--- src/rtl/alu_pkg.sv ---
// Shared opcode encodings for the registered ALU, used by the datapath,
// the sequencer and the bench.
package alu_pkg;

    localparam logic [3:0] OP_ADD  = 4'h0;
    localparam logic [3:0] OP_SUB  = 4'h1;
    localparam logic [3:0] OP_MUL  = 4'h2;
    localparam logic [3:0] OP_DIV  = 4'h3;
    localparam logic [3:0] OP_SHL  = 4'h4;
    localparam logic [3:0] OP_SHR  = 4'h5;
    localparam logic [3:0] OP_ROL  = 4'h6;
    localparam logic [3:0] OP_ROR  = 4'h7;
    localparam logic [3:0] OP_AND  = 4'h8;
    localparam logic [3:0] OP_OR   = 4'h9;
    localparam logic [3:0] OP_XOR  = 4'hA;
    localparam logic [3:0] OP_NOR  = 4'hB;
    localparam logic [3:0] OP_NAND = 4'hC;
    localparam logic [3:0] OP_XNOR = 4'hD;
    localparam logic [3:0] OP_GT   = 4'hE;
    localparam logic [3:0] OP_EQ   = 4'hF;

endpackage

--- src/rtl/alu_core.sv ---
// Combinational ALU datapath: next result for the selected opcode and the
// carry of A+B, which is produced regardless of the opcode.
module alu_core
    import alu_pkg::*;
#(
    parameter int WIDTH = 8
) (
    input  logic [WIDTH-1:0] a,
    input  logic [WIDTH-1:0] b,
    input  logic [3:0]       alu_sel,
    output logic [WIDTH-1:0] result,
    output logic             carry
);

    logic [WIDTH:0]   sum_s;
    logic [WIDTH-1:0] quot_s;

    assign sum_s  = {1'b0, a} + {1'b0, b};
    assign carry  = sum_s[WIDTH];
    // Division by zero saturates to all ones rather than leaving it undefined.
    assign quot_s = (b == {WIDTH{1'b0}}) ? {WIDTH{1'b1}} : (a / b);

    // Opcode decode for the next result.
    always_comb begin
        result = {WIDTH{1'b0}};
        case (alu_sel)
            OP_ADD:  result = sum_s[WIDTH-1:0];
            OP_SUB:  result = a - b;
            OP_MUL:  result = a * b;
            OP_DIV:  result = quot_s;
            OP_SHL:  result = {a[WIDTH-2:0], 1'b0};
            OP_SHR:  result = {1'b0, a[WIDTH-1:1]};
            OP_ROL:  result = {a[WIDTH-2:0], a[WIDTH-1]};
            OP_ROR:  result = {a[0], a[WIDTH-1:1]};
            OP_AND:  result = a & b;
            OP_OR:   result = a | b;
            OP_XOR:  result = a ^ b;
            OP_NOR:  result = ~(a | b);
            OP_NAND: result = ~(a & b);
            OP_XNOR: result = ~(a ^ b);
            OP_GT:   result = {{(WIDTH-1){1'b0}}, (a > b)};
            OP_EQ:   result = {{(WIDTH-1){1'b0}}, (a == b)};
            default: result = {WIDTH{1'b0}};
        endcase
    end

endmodule

--- src/rtl/alu.sv ---
// Registered unsigned ALU: one-cycle latency from operands/opcode to
// ALU_Out and CarryOut, cleared asynchronously by rst_n.
module alu
    import alu_pkg::*;
#(
    parameter int WIDTH = 8
) (
    input  logic             clk,
    input  logic             rst_n,
    input  logic [WIDTH-1:0] A,
    input  logic [WIDTH-1:0] B,
    input  logic [3:0]       ALU_Sel,
    output logic [WIDTH-1:0] ALU_Out,
    output logic             CarryOut
);

    logic [WIDTH-1:0] result_s;
    logic             carry_s;
    logic [WIDTH-1:0] alu_out_r;
    logic             carry_out_r;

    alu_core #(.WIDTH(WIDTH)) u_core (
        .a       (A),
        .b       (B),
        .alu_sel (ALU_Sel),
        .result  (result_s),
        .carry   (carry_s)
    );

    // Output register capturing the datapath result each rising edge.
    always_ff @(posedge clk or negedge rst_n) begin
        if (!rst_n) begin
            alu_out_r   <= {WIDTH{1'b0}};
            carry_out_r <= 1'b0;
        end else begin
            alu_out_r   <= result_s;
            carry_out_r <= carry_s;
        end
    end

    assign ALU_Out  = alu_out_r;
    assign CarryOut = carry_out_r;

endmodule

--- config.mk ---
export PLATFORM = sky130hd
export DESIGN_NAME = alu
export DESIGN_NICKNAME = d
export VERILOG_FILES = /design/src/rtl/alu_pkg.sv /design/src/rtl/alu_core.sv /design/src/rtl/alu.sv
export SDC_FILE = /design/constraint.sdc
export NUM_CORES = 1
export LEC_CHECK = 0
export CORE_ASPECT_RATIO = 2
export CORE_MARGIN = 2
export CORE_UTILIZATION = 50
export DETAILED_ROUTE_END_ITERATION = 8
export GPL_TIMING_DRIVEN = 0
export PLACE_DENSITY = 0.79
export SYNTH_ARGS = -nofsm -noshare
export SYNTH_HDL_FRONTEND = slang
export SYNTH_SLANG_ARGS = --single-unit
--- constraint.sdc ---
create_clock -name clk -period 1.1 [get_ports clk]
set_clock_uncertainty 0.2 [all_clocks]
set_input_delay 0.22 -clock clk [delete_from_list [all_inputs] [get_ports clk]]
set_output_delay 0.22 -clock clk [all_outputs]
set_load 0.01 [all_outputs]
# Word level (Yosys, flattened, before mapping)
# Cells that the tools add are included.
# totals
reg_bits	9
latchBits	0
ramBits	0
rom_bits	0
in_bits	22
output_inout_bits	9
elab_cells	33
memories	0
# op_classes
add_sub_neg	2
multipliers	1
div	1
order_cmp	1
eq_ne	16
n_shift	0
mux	2
n_bitwise	6
n_reduce_logical	2
# op_table
cell	count
8-bit one-hot mux with 16 select lines	1
4-bit equality test, second input constant	8
8-bit inverter	3
4-bit by 3-bit equality test with 1-bit output, second input constant	4
8-bit by 8-bit adder with 9-bit output	1
8-bit AND	1
8-bit by 8-bit divider with 8-bit output	1
4-bit by 2-bit equality test with 1-bit output, second input constant	2
8-bit equality test	1
8-bit greater-than comparator	1
8-bit zero test	1
8-bit by 8-bit multiplier with 8-bit output	1
8-bit two-way mux	1
8-bit OR	1
8-bit subtractor	1
8-bit XOR	1
4-bit by 1-bit equality test with 1-bit output, second input constant	1
4-bit zero test	1

# Longest topological paths before layout
# logic_depth
ltp_word	3
mapped_depth	52
depth_no_buf	50

# Cells and area by module
# A second synthesis with hierarchy kept.
# unflattened
hier_cells	563
area_unflattened_um2	4186.5
# modules_own_cells
module	instances	cells_per_inst	area_each_um2	seq_area_each_um2
alu_core	1	554	3961.3	0.0
alu	1	9	225.2	225.2

# Worst setup path after synthesis
# OpenSTA, ideal clock, no wires.
# synth_path
path_kind	input to register
from	input port B[6]
to	register alu_out_r[0], in the netlist ALU_Out[0]
setup_ps	121
t_arrival_ps	9319
required_time_ps	779
setup_slack_ps	-8540
cell_stages	51
path_buffers	2
cell_sequence	nor4_4 nand2_1 nor2_1 a21oi_1 a21oi_1 ha_1 o21a_1 o32a_1 o21ai_1 o21a_1 ha_1 a21oi_1 o21a_2 or4_1 nand2_1 ha_1 o21ai_1 a21oi_1 [... 15 more ...] a21oi_1 inv_1 ha_1 o21a_1 o21a_1 o211ai_1 a21oi_1 nor2_1 clkbuf_1 o21ai_0 ha_1 a21boi_0 o21a_1 o21a_1 o21ai_0 a21o_1 a21oi_1 o22a_1
# synth_via
elab_chain_len	3
word_cells_on_any_way	6
classes_between	1 x div; 1 x order compare; 1 x eq/ne; 2 x mux; 1 x reduce/logical
# synth_lines
element	line_no	rtl
start: declaration	alu.sv:11	input logic [WIDTH-1:0] B,
8-bit by 8-bit divider with 8-bit output or 8-bit zero test (tied branches)	alu_core.sv:21	assign quot_s = (b == {WIDTH{1'b0}}) ? {WIDTH{1'b1}} : (a / b);
8-bit two-way mux	alu_core.sv:21	
8-bit one-hot mux with 16 select lines (*)	alu_core.sv:26	case (alu_sel)
via result_s[0]	alu.sv:17	logic [WIDTH-1:0] result_s;
end signal: assignment	alu.sv:33	alu_out_r <= {WIDTH{1'b0}};
end signal: assignment	alu.sv:36	alu_out_r <= result_s;
end: declaration	alu.sv:19	logic [WIDTH-1:0] alu_out_r;
# Mark *: on every way through the listed nets, which the timed path passes. The rest lies on a longest branch.

# Worst setup path in the final report
# layout_path
from	input port A[7]
to	register alu_out_r[0], in the netlist ALU_Out[0]
# layout_via
elab_chain_len	3
word_cells_on_any_way	5
classes_between	1 x div; 1 x order compare; 1 x eq/ne; 2 x mux
# layout_lines
element	line_no	rtl
start: declaration	alu.sv:10	input logic [WIDTH-1:0] A,
8-bit by 8-bit divider with 8-bit output	alu_core.sv:21	
8-bit two-way mux	alu_core.sv:21	
8-bit one-hot mux with 16 select lines (*)	alu_core.sv:26	
via result_s[0]	alu.sv:17	
# Marked as above.

==> key figures <==
Outcome
  • Outcome: finished with violations
  • Failing checks: capacitance limit, slew limit, setup timing

Global routing
  • Tot GR Track Use: 36.4%
  • Initial antenna violation count: 0
  • Largest net degree at the start of global routing: 12
  • Vias in the first global route: 5281
  • Global-route wire length before repair: 27100 um
  • GRT overflow: 0

Clocking
  • Root Driver: clkbuf_16
  • Worst-path clk slew: 0.04 ns
  • CTS sink cnt: 9
  • Max H-tree Level: 1
  • Inserted Clock Buffers: 3
  • CTS tree: done
  • Clock Path Buffers: 2
  • Hold-fix buffers, CTS: 0

Yosys
  • Yosys Warn Count: 0
  • Sequential element share of the synthesized area: 5.17%
  • Predominant post-synthesis flop cell: dfrtp_1
  • Dominant cells by area after synthesis: ha_1 (23%), fa_1 (6.4%), dfrtp_1 (5.2%)
  • Syn Inst Count: 582
  • Syn nets: 697
  • Avg Inst Size Synth: 7.48 sq um
  • Area leader, netlist: ha_1
  • Synth unique cells: 79
  • Yosys top cell area share: 22.7%
  • Post-Syn Area: 4350 sq um
  • Async SR Flop Fraction: 100%
  • FF+latch count, synth: 9
  • EDFF count, synth: 0

Floorplan
  • Chip height: 136 um
  • Initial Utilization: 51.1%
  • Die Wd: 70.0 um
  • Io pins: 31
  • Core Rows: 48
  • Core ar.: 8530 sq um
  • Die area: 9520 sq um

Routing
  • WL per Instance: 24.6 um
  • DRC viols: 0
  • Antenna viol nets, final: 0
  • Via Count: 5505
  • Met3 Wirelength: 1690 um
  • Via-to-Cell Ratio: 6.99
  • DR iter-0 viols: 475
  • WL met2: 9320 um
  • Routed WL: 19400 um
  • Met1 WL: 5930 um
  • Top Layer Used: met4
  • Drt pass-1 iters: 6

Timing
  • Min cycle time layout: 9.87 ns
  • Endpoints failing hold: 0
  • Setup_tns: -46.99 ns
  • Final slew viol count: 9
  • Setup Viol. Count Final: 18
  • Worst Tran Pin Value: 1.52 ns
  • RSZ-0062 raised after global routing: true
  • Post-route setup slack: -8.77 ns
  • F_max: 101 MHz
  • Fin crit share: 897%
  • Slew Limit Headroom: -2.31%

Critical path
  • Buf/Inv on CP: 5
  • CP startpoint: A[7]
  • CP dominant cell by count: o21a_1
  • Crit end category: register
  • Crit-path max cell delay: 0.51 ns
  • Worst setup SP type: input port
  • CP Max Fanout: 8
  • WP data arrival: 9.79 ns
  • Worst setup path end: ALU_Out[0]$_DFF_PN0_
  • Critical path required time: 1.02 ns
  • Family with the most delay on the worst path: compound AO/OA/AOI/OAI gates
  • Worst path slowest cell: or4_4
  • WS Path Type: in -> reg
  • WP depth: 50

Pwr
  • P per Cell Area: 860 nW/um^2
  • VDD IR max: 0.540 mV
  • Lkg Pwr: 2.69 nW
  • Total chip power: 5.37 mW

Cells and area
  • # fillers: 580
  • Leading cell type in the layout, fill and taps excluded: ha_1
  • Antenna Cells: 0
  • Layout cell share with drive strength beyond 1: 34.9%
  • Layout Utilization: 73.2%
  • Commonest cells after routing, fill and taps aside: ha_1 (57), buf_4 (53), nand2_1 (41)
  • Synth-to-layout area growth: 43.3%
  • Net count reported at finish: 804
  • Post-layout instance area: 6240 sq um

Min path
  • Worst hold path type: in -> async

Job
  • Max-Cap Viols: 1

Placement
  • DP Wirelength: 12500 um
  • Routability cong.: 0.999
  • Dpl ws: -10.15 ns
  • Post-placement cell area: 5010 sq um
  • Port Buf Inserts: 30
power breakdown:
group,internal [mW],leakage (nW),switching (mW)
sequential,0.384,0.111,0.0127
clock,0.485,0.0382,0.163
combinational,1.97,2.54,2.35
total,2.84,2.69,2.52
synth_stat cells (all sizes together), types with 9 or more instances:
cell type and n:
ha 79, inv 57, nor2 49, nand2 47, a21oi 39, o21ai 38
o21a 22, nor3 19, xnor2 18, clkbuf 17, fa 14, nand3 11
a21o 10, dfrtp 9, mux2i 9
registers in the layout (all words and copies together), names as in the netlist:
register	flops
ALU_Out	8
CarryOut	1
kinds of logic after synthesis:
family                   after synthesis  share of synthesized area [%]
AO/OA/AOI/OAI                        188                           28.9
XOR/XNOR                              28                           6.44
adder cells (fa/ha/maj)               93                           29.1
buffers and inverters                 82                           7.96
flip-flops                             9                           5.17
multiplexers                          12                           2.84
AND/OR/NAND/NOR                      170                           19.5
layout make-up:
| type | count | area (sq um) | area share, % |
|---|---|---|---|
| Multi-Input combinational cell | 491 | 4460 | 71.4 |
| Timing Repair Buffer | 102 | 938 | 15.0 |
| Inverter | 57 | 240 | 3.85 |
| Sequential cell | 9 | 225 | 3.61 |
| Buffer | 25 | 175 | 2.81 |
| Tap cell | 100 | 125 | 2.01 |
| Clock buffer | 4 | 78.8 | 1.26 |
through the flow:
stage | hold slack [ns] | instances
after global routing | 0.131 | 788
after detailed placement | 0.364 | 712
after global placement | 0.352 | 712
final | 0.0976 | 788
after CTS | 0.114 | 766
after floorplan | -0.276 | 582
layer usage:
layer | vias up | global-route usage [%]
li1 | 2337 | -
met5 | - | 0
met2 | 433 | 67.1
met3 | 205 | 4.15
met4 | 0 | 28.8
met1 | 2530 | 35.9
how the worst min path moves through the flow:
| stage | slack, ns | cells past startpoint | to |
|---|---|---|---|
| 2_1_floorplan | -0.28 | 0 | ALU_Out[0]$_DFF_PN0_ |
| 3_3_place_gp | 0.35 | 1 | ALU_Out[2]$_DFF_PN0_ |
| 3_5_place_dp | 0.36 | 1 | ALU_Out[2]$_DFF_PN0_ |
| 4_1_cts | 0.11 | 1 | ALU_Out[2]$_DFF_PN0_ |
| 5_1_grt | 0.13 | 1 | ALU_Out[2]$_DFF_PN0_ |
| 6_report | 0.1 | 1 | ALU_Out[1]$_DFF_PN0_ |
what timing repair did:
| action | in CTS | in global routing |
|---|---|---|
| gates resized for setup | 201 | 50 |
| hold endpoints to repair | 0 | 0 |
| buffers inserted | 50 | 24 |
| pin swaps | 50 | 42 |
| endpoints found under the setup margin | 18 | 18 |
No activity file was read; power rests on OpenSTA's default activity.
